===== src/rtl/fwd_ctrl.sv =====
// fwd_ctrl: operand-forwarding and load-use hazard control for the 5-stage pipeline.
// Keeps shadow copies of the ID/EX, EX/MEM and MEM/WB destination information,
// drives the two ALU-operand forwarding selects and a one-cycle load-use stall.
// Optional feature: define FWD_STALL_CNT_EN to add the saturating stall counter
// (stall_cnt_o); without it the port and its register are absent.
module fwd_ctrl #(
    parameter int REG_W = 5,
    parameter int CNT_W = 16
) (
    input  logic             clk_i,
    input  logic             rst_i,
    input  logic [REG_W-1:0] id_rs_i,
    input  logic [REG_W-1:0] id_rt_i,
    input  logic [REG_W-1:0] id_rd_i,
    input  logic             id_regwrite_i,
    input  logic             id_memread_i,
    input  logic             flush_i,
    output logic [1:0]       fwd_a_o,
    output logic [1:0]       fwd_b_o,
    output logic             stall_o
`ifdef FWD_STALL_CNT_EN
    ,
    output logic [CNT_W-1:0] stall_cnt_o
`endif
);

    // Mux select encoding: matches the data-input order of the operand muxes.
    localparam logic [1:0] SEL_RF    = 2'd0;
    localparam logic [1:0] SEL_MEMWB = 2'd1;
    localparam logic [1:0] SEL_EXMEM = 2'd2;

    if (REG_W < 1 || CNT_W < 1) begin : g_param_check
        $error("fwd_ctrl: REG_W and CNT_W must be positive");
    end

    // ID/EX shadow record
    logic [REG_W-1:0] idex_rs;
    logic [REG_W-1:0] idex_rt;
    logic [REG_W-1:0] idex_rd;
    logic             idex_regwrite;
    logic             idex_memread;

    // EX/MEM shadow record
    logic [REG_W-1:0] exmem_rd;
    logic             exmem_regwrite;

    // MEM/WB shadow record
    logic [REG_W-1:0] memwb_rd;
    logic             memwb_regwrite;

    logic             bubble;

    // Select for one operand: EX/MEM wins over MEM/WB, register 0 never forwards.
    function automatic logic [1:0] fwd_sel(
        input logic [REG_W-1:0] src,
        input logic [REG_W-1:0] em_rd,
        input logic             em_rw,
        input logic [REG_W-1:0] mw_rd,
        input logic             mw_rw
    );
        logic [1:0] sel;
        sel = SEL_RF;
        if (em_rw && (em_rd != '0) && (em_rd == src)) begin
            sel = SEL_EXMEM;
        end else if (mw_rw && (mw_rd != '0) && (mw_rd == src)) begin
            sel = SEL_MEMWB;
        end
        return sel;
    endfunction

    // Load-use hazard: a load still in ID/EX whose destination is read by ID.
    always_comb begin
        stall_o = 1'b0;
        if (idex_memread && (idex_rd != '0) &&
            ((idex_rd == id_rs_i) || (idex_rd == id_rt_i))) begin
            stall_o = 1'b1;
        end
        bubble = stall_o | flush_i;
    end

    // Forwarding selects for the instruction currently in EX (registers only).
    always_comb begin
        fwd_a_o = fwd_sel(idex_rs, exmem_rd, exmem_regwrite, memwb_rd, memwb_regwrite);
        fwd_b_o = fwd_sel(idex_rt, exmem_rd, exmem_regwrite, memwb_rd, memwb_regwrite);
    end

    // Advance all stage records together; ID/EX takes a bubble on stall or flush.
    always_ff @(posedge clk_i or posedge rst_i) begin
        if (rst_i) begin
            idex_rs        <= '0;
            idex_rt        <= '0;
            idex_rd        <= '0;
            idex_regwrite  <= 1'b0;
            idex_memread   <= 1'b0;
            exmem_rd       <= '0;
            exmem_regwrite <= 1'b0;
            memwb_rd       <= '0;
            memwb_regwrite <= 1'b0;
        end else begin
            memwb_rd       <= exmem_rd;
            memwb_regwrite <= exmem_regwrite;
            exmem_rd       <= idex_rd;
            exmem_regwrite <= idex_regwrite;
            if (bubble) begin
                idex_rs       <= '0;
                idex_rt       <= '0;
                idex_rd       <= '0;
                idex_regwrite <= 1'b0;
                idex_memread  <= 1'b0;
            end else begin
                idex_rs       <= id_rs_i;
                idex_rt       <= id_rt_i;
                idex_rd       <= id_rd_i;
                idex_regwrite <= id_regwrite_i;
                idex_memread  <= id_memread_i;
            end
        end
    end

`ifdef FWD_STALL_CNT_EN
    logic [CNT_W-1:0] stall_cnt;

    // Count stall cycles, holding at all-ones instead of wrapping.
    always_ff @(posedge clk_i or posedge rst_i) begin
        if (rst_i) begin
            stall_cnt <= '0;
        end else if (stall_o && (stall_cnt != '1)) begin
            stall_cnt <= stall_cnt + 1'b1;
        end
    end

    assign stall_cnt_o = stall_cnt;
`endif

endmodule


===== config.mk =====
export PLATFORM = sky130hd
export DESIGN_NAME = fwd_ctrl
export DESIGN_NICKNAME = d
export VERILOG_FILES = /design/src/rtl/fwd_ctrl.sv
export SDC_FILE = /design/constraint.sdc
export NUM_CORES = 1
export LEC_CHECK = 0
export CORE_MARGIN = 5
export CORE_UTILIZATION = 46
export CTS_BUF_LIST = sky130_fd_sc_hd__clkbuf_16
export CTS_CLUSTER_SIZE = 14
export DETAILED_ROUTE_END_ITERATION = 10
export HOLD_SLACK_MARGIN = 0.1
export PLACE_DENSITY = 0.74
export SETUP_SLACK_MARGIN = 0.1
export SLEW_MARGIN = 20
export SYNTH_ARGS = -nofsm -noshare
export SYNTH_HDL_FRONTEND = slang
export SYNTH_SLANG_ARGS = --single-unit

===== constraint.sdc =====
create_clock -name clk_i -period 2 [get_ports clk_i]
set_clock_uncertainty 0.2 [all_clocks]
set_input_delay 0.4 -clock clk_i [delete_from_list [all_inputs] [get_ports clk_i]]
set_output_delay 0.4 -clock clk_i [all_outputs]
set_load 0.03 [all_outputs]

==> flow_metrics.env, run 1 <==
export IMPL_grt_pass1_vias=1117
export IMPL_portBuffers=24
export IMPL_layout_min_cycle_time_ns=2.46
export IMPL_grt_pass1_wl_mm=5.06
export IMPL_numClockSinks=29
export IMPL_setup_viol=5
export IMPL_drt_iter0_markers=23
export IMPL_internal_power_mw=1.21
export IMPL_hold_viol=0
export IMPL_max_cap_violations=0
export IMPL_syn_inst=118
export IMPL_sequentialPowerShare_pct=40.8
export IMPL_regArea_sq_um=726
export IMPL_critPathKind="flip-flop to primary output"
export IMPL_worstPathRequired_ns=1.40
export IMPL_critical_path_max_stage_delay_ns=0.55
export IMPL_clkLatencyLatePin_ns=0.27
export IMPL_r2r_slack_ns=0.22
export IMPL_place_congestion=0.851
export IMPL_core_area_sq_um=2980
export IMPL_violations="negative setup slack"
export IMPL_multi_input_comb_area_sq_um=743
export IMPL_synth_top_cell_by_area="dfrtp_1"
export IMPL_worstHoldPathType="flip-flop to flip-flop"
export IMPL_syn_nets=138
export IMPL_cts_tree="yes"
export IMPL_path_clk_slew_ns=0.05
export IMPL_netlist_top_cells_area="dfrtp_1 52%, xnor2_1 10%, xor2_1 8.8%, nand2b_1 7.6%, a21oi_2 6.3%"
export IMPL_wl_mm=3.01
export IMPL_cts_path_max_buffers=2
export IMPL_row_count=20
export IMPL_design_area_sq_um=2040
export IMPL_crit_fanout=2
export IMPL_r2r_start="idex_rd[3]"
export IMPL_cp_start_kind="flip-flop"
export IMPL_path_cells="xor2_1, or4_4, nor4_4, buf_6"
export IMPL_synth_seq_cells=29
export IMPL_grt_max_degree=30
export IMPL_clockRootBuffer="clkbuf_16"
export IMPL_die_area_sq_um=4250
export IMPL_antenna_found_initial=0
export IMPL_holdWs_ns=0.145
export IMPL_tightestPinTransition_ns=0.415
export IMPL_yosys_warnings=0
export IMPL_syn_avg_cell_area_sq_um=11.9
export IMPL_period_share_pct=123
export IMPL_grtUsageTotal_pct=16.2
export IMPL_start_util_pct=47.1
export IMPL_slowest_stage="or4_4"
export IMPL_final_net_count=185
export IMPL_ios=25
export IMPL_num_vias=1014
export IMPL_rsz0062_at_grt="true"
export IMPL_holdPathStages=0
export IMPL_ant_nets=0
export IMPL_r2r_cells=7
export IMPL_post_drt_via_cell_ratio=5.10
export IMPL_slew_viol_final=0
export IMPL_num_fill_cells=221
export IMPL_synth_distinct_cells=20
export IMPL_worstHoldStart="idex_regwrite"
export IMPL_finalPower_mw=1.59
export IMPL_hold_buffers=0
export IMPL_fp_dieH_um=65.2
export IMPL_ys_seq_area_share_pct=51.8
export IMPL_diodes=0
export IMPL_wl_per_cell_um=15.1
export IMPL_syn_to_final_growth_pct=45.9
export IMPL_placed_area_sq_um=1810
export IMPL_cp_startpoint="idex_rt[1]"
export IMPL_netlist_area_sq_um=1400
export IMPL_cp_end_kind="primary output"
export IMPL_power_frac_comb_pct=16.5
export IMPL_htreeDepth=2
export IMPL_drc=0
export IMPL_drive_gt1_share_pct=34.9
export IMPL_pwr_share_clk_pct=42.6
export IMPL_drtPass1Iterations=3
export IMPL_post_route_worst_setup_slack_ns=-0.462
export IMPL_outcome="finished, violations left"
export IMPL_tns_ns=-1.86
export IMPL_die_width_um=65.2
export IMPL_ir_drop_uv=567
export IMPL_synth_top_area_share_pct=51.8
export IMPL_worstPathArrival_ns=1.86
export IMPL_switching_share_pct=24.3
export IMPL_cts_buffers=5
export IMPL_net_switching_power_mw=0.386
export IMPL_p_leak_nw=0.906
export IMPL_timing_fmax_ghz=0.406
export IMPL_p_per_area_nw_per_um2=779
export IMPL_gr_total_overflow=0
export IMPL_relSlewSlack_pct=72.3
export IMPL_hpwl_mm=2.08
[stage by stage]
step           instances  utilization, %  worst slack, ns
6_report             199            68.7           -0.462
5_1_grt              199            68.7           -0.520
4_1_cts              198            67.2           -0.459
3_5_place_dp         190            60.7           -0.249
3_3_place_gp         190            60.7           -0.232
2_1_floorplan        118               -           -0.205
[cells by family after synthesis]
| kind of cell | after synthesis | share of synthesized area [%] |
|---|---|---|
| AND/OR/NAND/NOR | 33 | 15.4 |
| AO/OA/AOI/OAI | 21 | 10.9 |
| buffers and inverters | 5 | 3.12 |
| XOR/XNOR | 30 | 18.7 |
| flip-flops | 29 | 51.8 |
[area by class of cell]
cell class,instances,share of cell area (%)
Inverter,1,0.184
Clock inverter,3,0.612
Sequential cell,29,35.5
Multi-Input combinational cell,84,36.4
Clock buffer,5,6.12
Timing Repair Buffer,44,19.2
Tap cell,33,2.02
[registers in the layout, summed over array words and instances (netlist names)]
signal and flops:
exmem_rd 5, idex_rt 5, idex_rs 5, memwb_regwrite 1, idex_memread 1, idex_rd 5, memwb_rd 5, idex_regwrite 1
exmem_regwrite 1
[layer usage]
layer / GRT usage [%] / wire length [um] / up-vias
met5: 0 / 0 / -
met3: 5.81 / 145 / 7
met2: 30.5 / 1710 / 29
li1: - / - / 491
met1: 16.3 / 1100 / 487
met4: 5.44 / 55 / 0
[worst paths after layout]
| path | endpoint |
|---|---|
| setup / recovery | fwd_b_o[0] |
| hold / removal | exmem_regwrite |
| setup reg to reg | idex_rt[4] |
| hold reg to reg | exmem_regwrite |
| max in group asynchronous | exmem_rd[1] |
| min in group asynchronous | exmem_regwrite |
[power groups by stage]
stage / clock network, mW / registers, mW / logic, mW
after floorplan: 0 / 0.655 / 0.137
after global placement: 0 / 0.654 / 0.229
after detailed placement: 0 / 0.655 / 0.234
after CTS: 0.696 / 0.648 / 0.252
after global routing: 0.727 / 0.654 / 0.283
final: 0.678 / 0.650 / 0.263
[synth_stat cells, drive strengths merged]
cell	number
o22ai	1
or4	5
xor2	14
buf	3
nor4	4
nand3	4
inv	1
nand2	2
and2	1
clkbuf	1
o21ai	2
xnor2	16
nand2b	17
o21a	1
a21oi	17
dfrtp	29
[critical path, delay by kind of cell, from the launching register on]
kind / cells / cell delay (ns)
flops: 1 / 0.40
simple gates: 2 / 0.84
xor+xnor: 1 / 0.18
buf+inv: 1 / 0.16
[timing repair]
action / in CTS / in global routing
setup endpoints to repair: 5 / 5
setup buffers: 0 / 1
pin swaps: 6 / 3
gates resized for setup: 10 / 7
[cells in the final DEF (no fill, tap or decap), drive strengths merged]
cell | netlist | final
nor4 | 4 | 4
o21a | 1 | 1
and2 | 1 | 1
clkbuf | 1 | 5
xnor2 | 16 | 16
buf | 3 | 25
nand3 | 4 | 4
or4 | 5 | 5
xor2 | 14 | 14
dfrtp | 29 | 29
o21ai | 2 | 2
clkinv | 0 | 3
nand2b | 17 | 17
nand2 | 2 | 2
a21oi | 17 | 17
o22ai | 1 | 1
inv | 1 | 1
clkdlybuf4s50 | 0 | 19
No activity file was read; power rests on OpenSTA's default activity.
==> inputs of run 2 (changes only) <==
CTS_CLUSTER_SIZE = 12   (was 14)
==> results of run 2 <==
The final DEF is identical to that of run 1; final timing and power are the same.
==> inputs of run 3 (changes only) <==
PLACE_DENSITY = 0.79   (was 0.74)
==> flow_metrics.env, run 3 (synthesis results as in run 1) <==
export IMPL_timing_fmax_ghz=0.404
export IMPL_antenna_found_initial=0
export IMPL_start_util_pct=47.1
export IMPL_violations="negative setup slack"
export IMPL_core_area_sq_um=2980
export IMPL_portBuffers=24
export IMPL_cp_end_kind="primary output"
export IMPL_die_width_um=65.2
export IMPL_holdPathStages=0
export IMPL_layout_common_cells="29 x dfrtp_1, 23 x buf_4, 19 x clkdlybuf4s50_1"
export IMPL_outcome="finished, violations left"
export IMPL_rsz0062_at_grt="true"
export IMPL_design_area_sq_um=2050
export IMPL_wl_per_cell_um=14.1
export IMPL_r2r_start="idex_rd[3]"
export IMPL_worst_hold_path_endpoint="exmem_regwrite"
export IMPL_r2r_slack_ns=0.23
export IMPL_period_share_pct=124
export IMPL_wl_mm=2.81
export IMPL_row_count=20
export IMPL_worstHoldPathType="flip-flop to flip-flop"
export IMPL_setup_viol=5
export IMPL_die_area_sq_um=4250
export IMPL_worstPathRequired_ns=1.40
export IMPL_p_per_area_nw_per_um2=765
export IMPL_cts_tree="yes"
export IMPL_layout_min_cycle_time_ns=2.48
export IMPL_max_cap_violations=0
export IMPL_slew_viol_final=0
export IMPL_worstPathArrival_ns=1.88
export IMPL_cts_buffers=5
export IMPL_drtPass1Iterations=4
export IMPL_critPathKind="flip-flop to primary output"
export IMPL_drt_iter0_markers=14
export IMPL_numClockSinks=29
export IMPL_relSlewSlack_pct=72.3
export IMPL_post_drt_via_cell_ratio=5.11
export IMPL_htreeDepth=2
export IMPL_final_common_cell="dfrtp_1"
export IMPL_drive_gt1_share_pct=36.1
export IMPL_num_vias=1016
export IMPL_placed_area_sq_um=1810
export IMPL_gr_total_overflow=0
export IMPL_num_fill_cells=204
export IMPL_hpwl_mm=2.07
export IMPL_cp_start_kind="flip-flop"
export IMPL_grt_max_degree=30
export IMPL_hold_buffers=0
export IMPL_ios=25
export IMPL_grt_pass1_wl_mm=4.88
export IMPL_ant_nets=0
export IMPL_tightestPinTransition_ns=0.414
export IMPL_place_congestion=0.849
export IMPL_grt_pass1_vias=1107
export IMPL_post_route_worst_setup_slack_ns=-0.475
export IMPL_drc=0
export IMPL_fp_dieH_um=65.2
export IMPL_hold_viol=0
export IMPL_grtUsageTotal_pct=15.7
export IMPL_syn_to_final_growth_pct=46.6
export IMPL_ir_drop_uv=566
export IMPL_worstHoldStart="idex_regwrite"
export IMPL_place_ws_ns=-0.266
export IMPL_clkLatencyLatePin_ns=0.27
export IMPL_final_net_count=186
export IMPL_r2r_end="idex_rs[2]"
export IMPL_p_leak_nw=0.915
export IMPL_diodes=0
export IMPL_cts_path_max_buffers=2
export IMPL_r2r_cells=4
export IMPL_path_clk_slew_ns=0.04
export IMPL_crit_fanout=3
export IMPL_clockRootBuffer="clkbuf_16"
## run 3: changes by cell type in the layout (fill, tap and decap cells not counted)
cell      previous run  this run
clkinv_1             2         1
o21ai_2              0         1
o21ai_1              1         0
xnor2_2              3         4
buf_4               21        23
xnor2_1             13        12
inv_1                1         2
clkinv_2             1         0
buf_6                4         3
## run 3: area by class of cell
type                            instances  area [sq um]  area share (%)
Clock buffer                            5           125            6.09
Clock inverter                          2          7.51           0.365
Inverter                                1          3.75           0.183
Multi-Input combinational cell         84           754            36.7
Sequential cell                        29           726            35.3
Tap cell                               33          41.3            2.01
Timing Repair Buffer                   45           397            19.3
## run 3: through the flow
| step | hold slack (ns) | power, mW | instances | setup TNS, ns | util (%) |
|---|---|---|---|---|---|
| CTS | 0.161 | 1.58 | 198 | -1.79 | 67.7 |
| global placement | 0.137 | 0.883 | 190 | -0.996 | 60.7 |
| global route | 0.160 | 1.66 | 199 | -1.95 | 69.0 |
| finish | 0.158 | 1.57 | 199 | -1.69 | 69.0 |
| detailed placement | 0.149 | 0.890 | 190 | -1.98 | 60.7 |
| floorplan | 0.131 | 0.792 | 118 | -0.532 | - |
## run 3: timing repair
item                                   in CTS  in global routing
resized for setup                          12                  6
setup endpoints to repair                   5                 10
buffers inserted                            1                  1
endpoints found under the hold margin       0                  0
pin swaps                                   5                  4
## run 3: routing by layer
layer	share of wire [%]	vias up	GRT usage [%]
met5	0	-	0
met4	2.5	0	8.81
met3	5.1	9	5.98
met2	54	27	27.7
met1	38	481	15.8
li1	-	499	-
## run 3: how the worst max path moves through the flow
stage	startpoint	cells after the start	end
after floorplan	exmem_rd[1]	4	fwd_a_o[0]
after global placement	id_rt_i[0]	6	stall_o
after detailed placement	id_rt_i[0]	6	stall_o
after CTS	memwb_rd[1]	5	fwd_a_o[0]
after global routing	memwb_rd[1]	5	fwd_a_o[0]
final	memwb_rd[1]	5	fwd_a_o[0]
## run 3: worst max-delay path: stages (launching register included)
cell	delay, ns
dfrtp_1	0.40
or4_4	0.15
o21ai_2	0.05
or4_4	0.54
nor4_4	0.27
buf_4	0.19
## run 3: where the power goes
part	total, mW	leakage [nW]	switching [mW]	internal, mW
Sequential	0.649	0.374	0.0277	0.621
Clock	0.656	0.0685	0.216	0.440
Combinational	0.267	0.472	0.125	0.142
Total	1.57	0.915	0.368	1.20
